**src/rtl/rk_mem_arbiter_pkg.sv**
```systemverilog
// rtl/rk_mem_arbiter_pkg.sv - shared grant codes, FSM states and address width for the memory arbiter
package rk_mem_arbiter_pkg;

  localparam int ADDR_W = 18;

  localparam logic [1:0] GNT_NONE = 2'd0;
  localparam logic [1:0] GNT_VID  = 2'd1;
  localparam logic [1:0] GNT_CPU  = 2'd2;
  localparam logic [1:0] GNT_LDR  = 2'd3;

  typedef enum logic [1:0] {
    ST_IDLE = 2'd0,
    ST_SLOT = 2'd1,
    ST_DONE = 2'd2
  } arb_state_t;

endpackage

```
**src/rtl/rk_memarb_prio.sv**
```systemverilog
// rtl/rk_memarb_prio.sv - combinational winner picker: vid > cpu > ldr, cpu forced in when starved
module rk_memarb_prio
  import rk_mem_arbiter_pkg::*;
(
  input  logic       vid_req,
  input  logic       cpu_req,
  input  logic       ldr_req,
  input  logic       starve,
  output logic [1:0] win
);

  // Fixed priority with a starvation override for the CPU
  always_comb begin
    win = GNT_NONE;
    if (cpu_req && starve) begin
      win = GNT_CPU;
    end else if (vid_req) begin
      win = GNT_VID;
    end else if (cpu_req) begin
      win = GNT_CPU;
    end else if (ldr_req) begin
      win = GNT_LDR;
    end
  end

endmodule

```
**src/rtl/rk_mem_arbiter.sv**
```systemverilog
// rtl/rk_mem_arbiter.sv - fixed-slot SDRAM port arbiter for video/CPU (loader port via RK_MEMARB_LDR_EN)
module rk_mem_arbiter
  import rk_mem_arbiter_pkg::*;
#(
  parameter int SLOT_CLKS = 6,
  parameter int RD_LAT    = 4,
  parameter int VID_MAX   = 4
) (
  input  logic              clk50mhz,
  input  logic              reset,
  input  logic              vid_req,
  input  logic [14:0]       vid_addr,
  output logic              vid_ack,
  output logic [7:0]        vid_data,
  input  logic              cpu_req,
  input  logic              cpu_we,
  input  logic [14:0]       cpu_addr,
  input  logic [7:0]        cpu_wdata,
  output logic              cpu_ack,
  output logic [7:0]        cpu_rdata,
`ifdef RK_MEMARB_LDR_EN
  input  logic              ldr_req,
  input  logic [17:0]       ldr_addr,
  input  logic [7:0]        ldr_wdata,
  output logic              ldr_ack,
`endif
  output logic [ADDR_W-1:0] mem_addr,
  output logic [7:0]        mem_wdata,
  output logic              mem_rd,
  output logic              mem_we_n,
  input  logic [15:0]       mem_rdata,
  output logic [1:0]        grant,
  output logic              busy
);

  arb_state_t state, state_nxt;
  logic [3:0] slot_cnt;
  logic [3:0] starve_cnt;
  logic       we_q;
  logic       ldr_req_i;
  logic [1:0] win;
  logic       slot_last;
  logic       unused_rdata_hi;

  assign unused_rdata_hi = ^mem_rdata[15:8];
  assign slot_last = (slot_cnt == 4'(SLOT_CLKS - 1));

`ifdef RK_MEMARB_LDR_EN
  assign ldr_req_i = ldr_req;
`else
  assign ldr_req_i = 1'b0;
`endif

  rk_memarb_prio u_prio (
    .vid_req (vid_req),
    .cpu_req (cpu_req),
    .ldr_req (ldr_req_i),
    .starve  (starve_cnt == 4'(VID_MAX)),
    .win     (win)
  );

  // State register
  always_ff @(posedge clk50mhz) begin
    if (reset) begin
      state <= ST_IDLE;
    end else begin
      state <= state_nxt;
    end
  end

  // Next state and strobes; strobes follow the registered state so they stay glitch-free per slot
  always_comb begin
    state_nxt = state;
    mem_rd    = 1'b0;
    mem_we_n  = 1'b1;
    vid_ack   = 1'b0;
    cpu_ack   = 1'b0;
`ifdef RK_MEMARB_LDR_EN
    ldr_ack   = 1'b0;
`endif
    busy      = (state != ST_IDLE);
    case (state)
      ST_IDLE: begin
        if (win != GNT_NONE) state_nxt = ST_SLOT;
      end
      ST_SLOT: begin
        mem_rd   = ~we_q;
        mem_we_n = ~we_q;
        if (slot_last) state_nxt = ST_DONE;
      end
      ST_DONE: begin
        vid_ack = (grant == GNT_VID);
        cpu_ack = (grant == GNT_CPU);
`ifdef RK_MEMARB_LDR_EN
        ldr_ack = (grant == GNT_LDR);
`endif
        state_nxt = ST_IDLE;
      end
      default: state_nxt = ST_IDLE;
    endcase
  end

  // Request capture in IDLE, slot counting and read-data sampling
  always_ff @(posedge clk50mhz) begin
    if (reset) begin
      grant     <= GNT_NONE;
      slot_cnt  <= 4'd0;
      we_q      <= 1'b0;
      mem_addr  <= '0;
      mem_wdata <= 8'h00;
      vid_data  <= 8'h00;
      cpu_rdata <= 8'h00;
    end else begin
      case (state)
        ST_IDLE: begin
          if (win != GNT_NONE) begin
            grant    <= win;
            slot_cnt <= 4'd0;
            case (win)
              GNT_VID: begin
                mem_addr <= {3'b000, vid_addr};
                we_q     <= 1'b0;
              end
              GNT_CPU: begin
                mem_addr <= {3'b000, cpu_addr};
                we_q     <= cpu_we;
                if (cpu_we) mem_wdata <= cpu_wdata;
              end
`ifdef RK_MEMARB_LDR_EN
              GNT_LDR: begin
                mem_addr  <= ldr_addr;
                we_q      <= 1'b1;
                mem_wdata <= ldr_wdata;
              end
`endif
              default: ;
            endcase
          end
        end
        ST_SLOT: begin
          slot_cnt <= slot_cnt + 4'd1;
          if ((slot_cnt == 4'(RD_LAT)) && !we_q) begin
            if (grant == GNT_VID) vid_data <= mem_rdata[7:0];
            if (grant == GNT_CPU) cpu_rdata <= mem_rdata[7:0];
          end
        end
        ST_DONE: begin
          grant <= GNT_NONE;
        end
        default: ;
      endcase
    end
  end

  // Count video grants that overtake a waiting CPU
  always_ff @(posedge clk50mhz) begin
    if (reset || !cpu_req) begin
      starve_cnt <= 4'd0;
    end else if (state == ST_IDLE) begin
      if (win == GNT_CPU) begin
        starve_cnt <= 4'd0;
      end else if ((win == GNT_VID) && (starve_cnt != 4'(VID_MAX))) begin
        starve_cnt <= starve_cnt + 4'd1;
      end
    end
  end

endmodule

```
**config.mk**
```make
export PLATFORM = sky130hd
export DESIGN_NAME = rk_mem_arbiter
export DESIGN_NICKNAME = d
export VERILOG_FILES = /design/src/rtl/rk_mem_arbiter_pkg.sv /design/src/rtl/rk_memarb_prio.sv /design/src/rtl/rk_mem_arbiter.sv
export SDC_FILE = /design/constraint.sdc
export NUM_CORES = 1
export LEC_CHECK = 0
export ABC_AREA = 1
export CAP_MARGIN = 0
export CORE_ASPECT_RATIO = 0.8
export CORE_MARGIN = 10
export CORE_UTILIZATION = 45
export CTS_CLUSTER_SIZE = 14
export DETAILED_ROUTE_END_ITERATION = 6
export PLACE_DENSITY_LB_ADDON = 0.12
export SLEW_MARGIN = 40
export SYNTH_ARGS = -nofsm -noshare
export SYNTH_HDL_FRONTEND = slang
export SYNTH_SLANG_ARGS = --single-unit
```
**constraint.sdc**
```tcl
create_clock -name clk50mhz -period 2.9 [get_ports clk50mhz]
set_input_delay 0.29 -clock clk50mhz [delete_from_list [all_inputs] [get_ports clk50mhz]]
set_output_delay 0.29 -clock clk50mhz [all_outputs]
set_load 0.01 [all_outputs]
```
==> impl_metrics.csv, run 1 <==
group,metric,value,unit
run_status,status,"complete, no violations",
clocking,cts_inserted_buffers,5,
logic_synthesis,synthCells,343,
global_routing,grt_antenna_before_repair,0,
die,initial_core_util,47.0,%
clocking,holdBufCountCts,0,
worst_setup_path,timing.reg2reg.setup_slack,1.24,ns
worst_setup_path,r2r-end,"vid_data[1]$_SDFFE_PP0P_",
clocking,cts_max_level,2,
drt,via_count,2456,
power_and_ir_drop,ir_worst_vdd,0.279,mV
sta,tightest_slew,0.598,ns
sta,slew_headroom,60.1,%
worst_setup_path,worst_path_most_repeated_cell,"inv_1",
logic_synthesis,async_reset_ff_share,0,%
worst_setup_path,worst_r2r_startpoint,"slot_cnt[0]$_SDFFE_PP0P_",
global_routing,grt_first_pass_wirelength,11300,um
die,dieWidth,101,um
worst_setup_path,crit_slowest_cell,"clkdlybuf4s50_1",
clocking,post_cts_buffers,0,
placement,io_buffers,96,
sta,finClkSkew,0.00506,ns
drt,ant_nets,0,
worst_setup_path,crit_family,"buffers and inverters",
die,num_io_pins,108,
power_and_ir_drop,seq_power_share,49.2,%
clocking,root_buffer,"clkbuf_8",
logic_synthesis,yosysWarnings,0,
worst_hold_path,hp-class,"flop to flop",
worst_setup_path,crit_start,"state[1]$_SDFFE_PP0P_",
logic_synthesis,yosysMostFrequentCell,"nand2_1",
worst_setup_path,critical_path_buf_inv_count,3,
sta,hold_violations,0,
placement,hpwl,4990,um
die,fp.dieH,85.0,um
placement,dp.cells,490,
clocking,cts_tree,"done",
cells_and_area,fill_cells,455,
clocking,cts.sinks,52,
logic_synthesis,ys_seq_area_share,43.7,%
global_routing,grt.overflow.total,0,
worst_setup_path,cp_slowest_stage_delay,0.58,ns
worst_setup_path,path_cells,"inv_1 -> nor2_1 -> inv_1 -> nor3_1 -> clkdlybuf4s50_1",
clocking,clk_pin_slew,0.09,ns
die,core,5060,um2
logic_synthesis,yosysTopAreaCellShare,43.7,%
power_and_ir_drop,p_sw,0.398,mW
clocking,cts_resized,0,
worst_setup_path,cp.depth,5,
clocking,clockBufferDepth,2,
worst_setup_path,crit_path_end_kind,"output port",
logic_synthesis,yosys.area.top_type,"dfxtp_1",
worst_setup_path,worstPathRequired,2.61,ns
drt,wl_per_cell,13.4,um
die,num_rows,23,
drt,vias_per_cell,4.93,
drt,routed_wl,6680,um
logic_synthesis,synth_edf_count,0,
sta,setup_tns,0,ns
cells_and_area,diodes,0,
drt,drt_first_iter_violations,91,
cells_and_area,final_util,68.3,%
power_and_ir_drop,p_comb_share,19.3,%
logic_synthesis,ys_types,22,
global_routing,grt_pass1_vias,2369,
die,die_area,8620,um2
drt,drc,0,
worst_setup_path,path_max_fanout,3,
sta,setup_violations,0,
worst_setup_path,critPathKind,"flop to output port",
power_and_ir_drop,clkPwrFrac,31.5,%
cells_and_area,layout.nets,499,
global_routing,grt_max_degree,34,
logic_synthesis,avgSynthCellArea,6.94,um2
logic_synthesis,synthTopCellsByCount,"nand2_1 (93), dfxtp_1 (52), nand3_1 (40), nor2_1 (40), a21oi_1 (38)",
logic_synthesis,ys_ff_latch,52,
global_routing,grt_use_total,15.9,%
cells_and_area,multi_input_area,1120,um2
logic_synthesis,synthTopCellsByArea,"dfxtp_1 (44%), nand2_1 (15%), nand3_1 (8.4%)",
logic_synthesis,synthFlopType,"dfxtp_1",
sta,rsz0062_at_grt,"false",
sta,max_freq,0.489,GHz
worst_setup_path,r2r_cells,7,
sta,period_share,70.5,%
cells_and_area,drive_above_1_share,4.82,%
flow_run,drv_cap,0,
worst_setup_path,crit_path_end,"cpu_ack",
sta,min_period,2.04,ns
power_and_ir_drop,p_sw_share,25.6,%
power_and_ir_drop,power.density,449,nW/um2
cells_and_area,fin_cells,498,
sta,slew_violations,0,
power_and_ir_drop,internal-power,1.15,mW
placement,routabilityCongestion,0.812,
worst_setup_path,cp.arrival,1.75,ns
cells_and_area,area.growth.synth_to_final,45.3,%
worst_setup_path,startpoint_type,"flop",
logic_synthesis,netlist_area,2380,um2
drt,dr.pass1.iters,5,
power_and_ir_drop,p_leak,1.42,nW
cells_and_area,regArea,1040,um2
clocking,clkLatencyLatePin,0.30,ns
[tightest hold or removal path: cells and delay by family (launching register included)]
| kind | cells | cell delay, ns |
|---|---|---|
| and+or+nand+nor | 1 | 0.06 |
| AOI/OAI and AO/OA | 1 | 0.05 |
| DFF | 1 | 0.32 |
[logic make-up after synthesis]
logic type               count (synthesis)  share of synthesized area (%)
AO/OA/AOI/OAI                           41                           8.62
flip-flops                              52                           43.7
XOR/XNOR                                 1                          0.368
buffers and inverters                   51                           9.62
AND/OR/NAND/NOR                        192                           34.9
adder cells (fa/ha/maj)                  5                           2.63
other                                    1                          0.158
[sequential cells by signal, summed over array words and instances, names as in the netlist]
name / flops
starve_cnt: 4
mem_addr: 15
cpu_rdata: 8
state: 2
mem_wdata: 8
we_q: 1
vid_data: 8
slot_cnt: 4
grant: 2
[cells in the final DEF, fill, tap and decap left out, types with 3 or more instances in the layout]
master / instances
nand2_1: 93
conb_1: 3
nand4_1: 9
dfxtp_1: 52
clkbuf_8: 5
nand3_1: 40
nor2_1: 40
clkdlybuf4s50_1: 95
a21oi_1: 38
inv_1: 32
ha_1: 5
o21ai_0: 3
nor3_1: 3
buf_4: 4
[cell type report]
| cell class | instances | share of cell area, % |
|---|---|---|
| Clock buffer | 6 | 2.10 |
| Tap cell | 62 | 2.24 |
| Inverter | 34 | 3.69 |
| Timing Repair Buffer | 100 | 28.5 |
| Sequential cell | 52 | 30.1 |
| Clock inverter | 2 | 1.01 |
| Multi-Input combinational cell | 242 | 32.3 |
[worst min path at each step]
stage / startpoint / endpoint / slack [ns] / depth (start not counted)
floorplan: slot_cnt[3]$_SDFFE_PP0P_ / slot_cnt[3]$_SDFFE_PP0P_ / 0.44 / 2
global placement: vid_data[3]$_SDFFE_PP0P_ / vid_data[3]$_SDFFE_PP0P_ / 0.45 / 2
detailed placement: mem_wdata[0]$_SDFFE_PP0P_ / mem_wdata[0]$_SDFFE_PP0P_ / 0.45 / 2
CTS: mem_wdata[0]$_SDFFE_PP0P_ / mem_wdata[0]$_SDFFE_PP0P_ / 0.47 / 2
global route: mem_wdata[0]$_SDFFE_PP0P_ / mem_wdata[0]$_SDFFE_PP0P_ / 0.48 / 2
finish: mem_wdata[0]$_SDFFE_PP0P_ / mem_wdata[0]$_SDFFE_PP0P_ / 0.46 / 2
[power by group through the flow]
stage               combinational [mW]  sequential [mW]  clock [mW]
floorplan                        0.137            0.792           0
global placement                 0.299            0.779           0
detailed placement               0.302            0.780           0
CTS                              0.303            0.764       0.500
global route                     0.335            0.769       0.540
finish                           0.299            0.764       0.490
[through the flow]
stage / hold slack, ns / cell area [um2] / setup WS [ns] / total power [mW]
floorplan: 0.444 / 2390 / 1.56 / 0.929
global placement: 0.449 / 3350 / 0.914 / 1.08
detailed placement: 0.453 / 3350 / 0.909 / 1.08
CTS: 0.467 / 3460 / 0.828 / 1.57
global route: 0.477 / 3460 / 0.633 / 1.64
finish: 0.463 / 3460 / 0.856 / 1.55
[per-layer routing]
layer	vias up	GRT usage [%]	wire, um
met5	-	0	0
met4	0	4.05	28
met3	2	9.64	855
met2	85	24.2	2960
met1	1100	18.4	2830
li1	1269	-	-
No activity file was read; power rests on OpenSTA's default activity.
==> inputs of run 2 (changes only) <==
CORE_UTILIZATION = 37   (was 45)
clock period = 1.68 ns   (was 2.9 ns; I/O delays follow)
==> run 2 against run 1 <==
Compared with the run above: sequential power grew 73%; die area grew 17%; sequential share of layout area shrank 1.2 points; via count increased by 0.61%; clock power grew 75%; final cell count increased by 7.0%; critical path type unchanged; largest cell class unchanged; largest power group unchanged.
==> impl_metrics.csv, run 2 (synthesis results as in run 1) <==
group,metric,value,unit
cells_and_area,regMostFlops,"mem_addr",
placement,routabilityCongestion,0.766,
worst_setup_path,r2r_cells,8,
drt,vias_per_cell,4.64,
flow_run,drv_cap,0,
power_and_ir_drop,ir_worst_vdd,0.418,mV
worst_setup_path,worst_r2r_startpoint,"starve_cnt[0]$_SDFFE_PP0P_",
sta,slew_violations,0,
die,initial_core_util,37.7,%
drt,dr.pass1.iters,4,
clocking,cts.sinks,52,
sta,setup_tns,0,ns
clocking,holdBufCountCts,0,
global_routing,grt_pass1_vias,2340,
cells_and_area,final_common_cell,"nand2_1",
worst_setup_path,timing.reg2reg.setup_slack,0.23,ns
drt,routed_wl,6990,um
die,num_io_pins,108,
clocking,cts_tree,"done",
die,dieWidth,110,um
die,die_area,10100,um2
sta,setup_violations,0,
drt,drt_first_iter_violations,77,
die,core,6310,um2
global_routing,grt_max_degree,31,
global_routing,grt_antenna_before_repair,0,
cells_and_area,fill_cells,629,
run_status,status,"complete, no violations",
cells_and_area,diodes,0,
clocking,clkLatencyLatePin,0.31,ns
clocking,clk_pin_slew,0.10,ns
clocking,clockBufferDepth,2,
drt,wl_per_cell,13.1,um
worst_setup_path,startpoint_type,"flop",
clocking,root_buffer,"clkbuf_8",
clocking,cts_inserted_buffers,5,
global_routing,grt.overflow.total,0,
power_and_ir_drop,p_leak,1.50,nW
cells_and_area,final_cell_mix,"nand2_1 (93), clkdlybuf4s50_1 (91), dfxtp_1 (52)",
drt,drc,0,
sta,min_period,1.55,ns
drt,ant_nets,0,
cells_and_area,largest_register_ffs,15,
worst_setup_path,path_max_fanout,3,
worst_setup_path,crit_path_end_kind,"output port",
die,num_rows,26,
cells_and_area,layout.nets,512,
sta,max_freq,0.646,GHz
sta,hold_violations,0,
clocking,cts_max_level,2,
placement,hpwl,5380,um
worst_setup_path,worstPathRequired,1.51,ns
sta,finClkSkew,0.00892,ns
power_and_ir_drop,power.density,758,nW/um2
drt,via_count,2471,
cells_and_area,final_util,57.1,%
worst_hold_path,hp-class,"input pin to flop",
worst_setup_path,critPathKind,"flop to output port",
cells_and_area,area.growth.synth_to_final,51.4,%
worst_setup_path,cp.arrival,1.38,ns
sta,period_share,92.1,%
placement,io_buffers,96,
global_routing,grt_use_total,13.8,%
cells_and_area,drive_above_1_share,8.24,%
global_routing,grt_first_pass_wirelength,11400,um
sta,rsz0062_at_grt,"false",
worst_setup_path,crit_start,"state[0]$_SDFFE_PP0P_",
worst_setup_path,r2r-end,"starve_cnt[3]$_SDFFE_PP0P_",
clocking,post_cts_buffers,0,
die,fp.dieH,91.7,um
worst_setup_path,crit_path_end,"busy",
run 2: area by class of cell:
class | instances | area [um2] | share of cell area [%]
Clock inverter | 3 | 42.5 | 1.18
Tap cell | 84 | 105 | 2.92
Sequential cell | 52 | 1040 | 28.9
Multi-Input combinational cell | 242 | 1120 | 31.0
Timing Repair Buffer | 113 | 1100 | 30.5
Clock buffer | 5 | 68.8 | 1.91
Inverter | 34 | 128 | 3.54
run 2: worst min path at each step:
| stage | cells after the start | slack (ns) | startpoint | endpoint |
|---|---|---|---|---|
| final | 2 | 0.31 | reset | cpu_rdata[7]$_SDFFE_PP0P_ |
| after CTS | 2 | 0.31 | reset | cpu_rdata[7]$_SDFFE_PP0P_ |
| after floorplan | 2 | 0.33 | mem_rdata[0] | cpu_rdata[0]$_SDFFE_PP0P_ |
| after detailed placement | 2 | 0.45 | mem_wdata[2]$_SDFFE_PP0P_ | mem_wdata[2]$_SDFFE_PP0P_ |
| after global placement | 2 | 0.45 | mem_wdata[2]$_SDFFE_PP0P_ | mem_wdata[2]$_SDFFE_PP0P_ |
| after global routing | 2 | 0.33 | reset | vid_data[7]$_SDFFE_PP0P_ |
run 2: critical path, stage by stage, from the launching register on:
cell and delay [ns]:
dfxtp_1 0.37, inv_2 0.06, nand2_1 0.09, clkdlybuf4s50_1 0.54
run 2: where the power goes:
group          total [mW]  switching (mW)  internal, mW
logic               0.559           0.264         0.295
registers            1.32          0.0312          1.29
clock network       0.856           0.415         0.441
total                2.73           0.710          2.02
run 2: timing repair:
item,in CTS,in global routing
resized for setup,3,7
hold endpoints to repair,0,0
pin swaps,0,0
setup endpoints to repair,3,3
run 2: metal layers:
layer	vias to the layer above	track usage (%)	wire length [um]	part of all wire [%]
met3	7	5.80	677	9.7
met4	0	3.57	69	0.99
met1	1103	17.3	3100	44
met5	-	0	0	0
met2	69	21.3	3150	45
li1	1292	-	-	-
run 2: metrics by stage:
stage | cells | setup WS (ns) | total power [mW] | hold WS, ns | instance area (um2)
after floorplan | 345 | 0.343 | 1.60 | 0.332 | 2390
after global placement | 525 | 0.0242 | 1.90 | 0.449 | 3500
after detailed placement | 525 | 0.0218 | 1.91 | 0.452 | 3500
after CTS | 533 | 0.00886 | 2.78 | 0.308 | 3610
after global routing | 533 | 0.0763 | 2.87 | 0.328 | 3600
final | 533 | 0.133 | 2.73 | 0.306 | 3600
==> inputs of run 3 (changes only) <==
CORE_MARGIN = 2   (was 10)
clock period = 1.3 ns   (was 1.68 ns; I/O delays follow)
==> run 3 against run 2 <==
Compared with the run above: highest routed layer unchanged; design area increased by 18%; clock skew is 0.0042 ns higher; sequential share of layout area down 4.3 points; critical endpoint is now cpu_rdata[2]$_SDFFE_PP0P_; final cell count up 5.6%; flip-flop and latch count unchanged; the run now ends with setup timing left.
==> impl_metrics.csv, run 3 (synthesis results as in run 1) <==
group,metric,value,unit
worst_setup_path,worst_r2r_startpoint,"slot_cnt[1]$_SDFFE_PP0P_",
cells_and_area,diodes,0,
worst_setup_path,crit_path_end_kind,"flop",
worst_setup_path,worst_path_most_repeated_cell,"nand3_2",
cells_and_area,fin_cells,563,
global_routing,grt_max_degree,25,
power_and_ir_drop,p_leak,1.92,nW
worst_hold_path,hold_path_depth,4,
cells_and_area,drive_above_1_share,31.1,%
cells_and_area,layout.nets,542,
die,die_area,7090,um2
worst_setup_path,r2r_cells,8,
placement,hpwl,4670,um
power_and_ir_drop,p_comb_share,25.9,%
die,core,6310,um2
power_and_ir_drop,clkPwrFrac,26.9,%
sta,slew_violations,0,
die,initial_core_util,37.7,%
power_and_ir_drop,p_sw,1.04,mW
clocking,root_buffer,"clkbuf_8",
global_routing,grt_antenna_before_repair,0,
clocking,holdBufCountCts,0,
cells_and_area,final_cell_mix,"nand2_1 (77), clkdlybuf4s50_1 (48), dfxtp_1 (47)",
sta,max_freq,0.733,GHz
cells_and_area,largest_register_ffs,15,
sta,setup_violations,19,
placement,io_buffers,96,
sta,period_share,105,%
sta,rsz0062_at_grt,"true",
clocking,clkLatencyLatePin,0.31,ns
worst_setup_path,crit_slowest_cell,"dfxtp_2",
cells_and_area,fin_area,4270,um2
worst_setup_path,critPathKind,"flop to flop",
power_and_ir_drop,internal-power,2.58,mW
sta,finClkSkew,0.0131,ns
placement,dpl_cell_area,3610,um2
worst_setup_path,timing.reg2reg.setup_slack,-0.06,ns
run_status,status,"finished, violations left",
power_and_ir_drop,power.density,850,nW/um2
sta,hold_violations,0,
drt,dr.pass1.iters,4,
worst_setup_path,path_max_fanout,8,
worst_hold_path,min_from,"reset",
drt,drc,0,
die,dieWidth,93.7,um
worst_setup_path,startpoint_type,"flop",
cells_and_area,regMostFlops,"mem_addr",
worst_setup_path,cp_slowest_stage_delay,0.34,ns
power_and_ir_drop,seq_power_share,47.2,%
flow_run,drv_cap,0,
global_routing,grt_use_total,19.1,%
drt,drt_first_iter_violations,70,
drt,via_count,2664,
sta,min_period,1.36,ns
drt,wl_per_cell,13.7,um
power_and_ir_drop,p_sw_share,28.7,%
worst_setup_path,cp.arrival,1.61,ns
global_routing,grt.overflow.total,0,
clocking,cts_tree,"done",
placement,dp.cells,540,
worst_setup_path,r2r-end,"cpu_rdata[2]$_SDFFE_PP0P_",
cells_and_area,final_common_cell,"nand2_1",
die,num_io_pins,108,
clocking,cts_inserted_buffers,5,
worst_setup_path,worstPathRequired,1.55,ns
worst_hold_path,min_to,"starve_cnt[0]$_SDFFE_PP0P_",
run_status,violations,"setup timing",
worst_hold_path,hp-class,"input pin to flop",
placement,routabilityCongestion,0.871,
power_and_ir_drop,ir_worst_vdd,0.616,mV
global_routing,grt_first_pass_wirelength,10800,um
global_routing,grt_pass1_vias,2388,
die,fp.dieH,75.7,um
drt,routed_wl,7720,um
clocking,clk_pin_slew,0.10,ns
clocking,cts_max_level,2,
sta,fin_ws,-0.0649,ns
drt,ant_nets,0,
worst_setup_path,path_cells,"inv_2 -> ha_2 -> nand3_2 -> nor2_4 -> buf_12 -> clkbuf_16 -> nand3_2 -> a21oi_2",
die,num_rows,26,
cells_and_area,area.growth.synth_to_final,79.2,%
clocking,cts.sinks,52,
clocking,clockBufferDepth,2,
drt,vias_per_cell,4.73,
==> run 3: cell count changes in the layout (fill, tap and decap cells not counted), sizes merged, moves of 4 or more <==
cell,before,now
clkbuf,7,11
clkdlybuf4s50,91,48
buf,18,49
dlygate4sd2,1,41
==> run 3: how the worst max path moves through the flow <==
| stage | depth (start not counted) | from | end |
|---|---|---|---|
| after floorplan | 10 | starve_cnt[0]$_SDFFE_PP0P_ | mem_addr[10]$_SDFFE_PP0P_ |
| after global placement | 8 | cpu_req | mem_addr[3]$_SDFFE_PP0P_ |
| after detailed placement | 8 | cpu_req | mem_addr[14]$_SDFFE_PP0P_ |
| after CTS | 9 | state[1]$_SDFFE_PP0P_ | mem_addr[13]$_SDFFE_PP0P_ |
| after global routing | 10 | state[1]$_SDFFE_PP0P_ | mem_addr[5]$_SDFFE_PP0P_ |
| final | 8 | slot_cnt[1]$_SDFFE_PP0P_ | cpu_rdata[2]$_SDFFE_PP0P_ |
==> run 3: area by class of cell <==
cell class,count,area [um2]
Clock buffer,7,86.3
Clock inverter,1,7.51
Timing Repair Buffer,142,1400
Sequential cell,52,1050
Fill cell,533,2050
Multi-Input combinational cell,243,1490
Inverter,34,130
Tap cell,84,105
==> run 3: repair_timing <==
| action | CTS | global route |
|---|---|---|
| endpoints found under the setup margin | 92 | 53 |
| hold endpoints to repair | 0 | 0 |
| gates cloned | 1 | 6 |
| resized for setup | 86 | 93 |
| pin swaps | 2 | 37 |
| buffers inserted | 3 | 6 |
==> run 3: power groups by stage <==
stage	clock network (mW)	logic (mW)	registers [mW]
floorplan	0	0.308	1.77
global placement	0	0.754	1.74
detailed placement	0	0.762	1.74
CTS	0.995	0.786	1.70
global route	1.04	1.02	1.72
finish	0.975	0.940	1.71
==> run 3: through the flow <==
stage          setup slack [ns]  util, %  total power, mW  TNS, ns  hold slack [ns]
5_1_grt                  -0.123     67.6             3.79    -3.14            0.191
3_5_place_dp             -0.336     57.3             2.50    -9.20            0.451
6_report                -0.0649     67.6             3.63   -0.359            0.152
4_1_cts                 -0.0176     59.8             3.48  -0.0741            0.132
3_3_place_gp             -0.320     57.3             2.49    -9.46            0.447
2_1_floorplan            0.0237        -             2.07        0            0.294
==> run 3: worst max-delay path: cells and delay by family (launching register included) <==
family	cells	cell delay [ns]
adders and majority gates	1	0.16
AOI/OAI and AO/OA	1	0.14
buffers and inverters	3	0.32
and+or+nand+nor	3	0.35
DFF	1	0.34
==> run 3: per-layer routing <==
layer	share of wire [%]	global-route usage (%)
met5	0	0
met4	0.49	5.15
met3	5.9	5.74
met2	51	32.9
met1	42	23.8
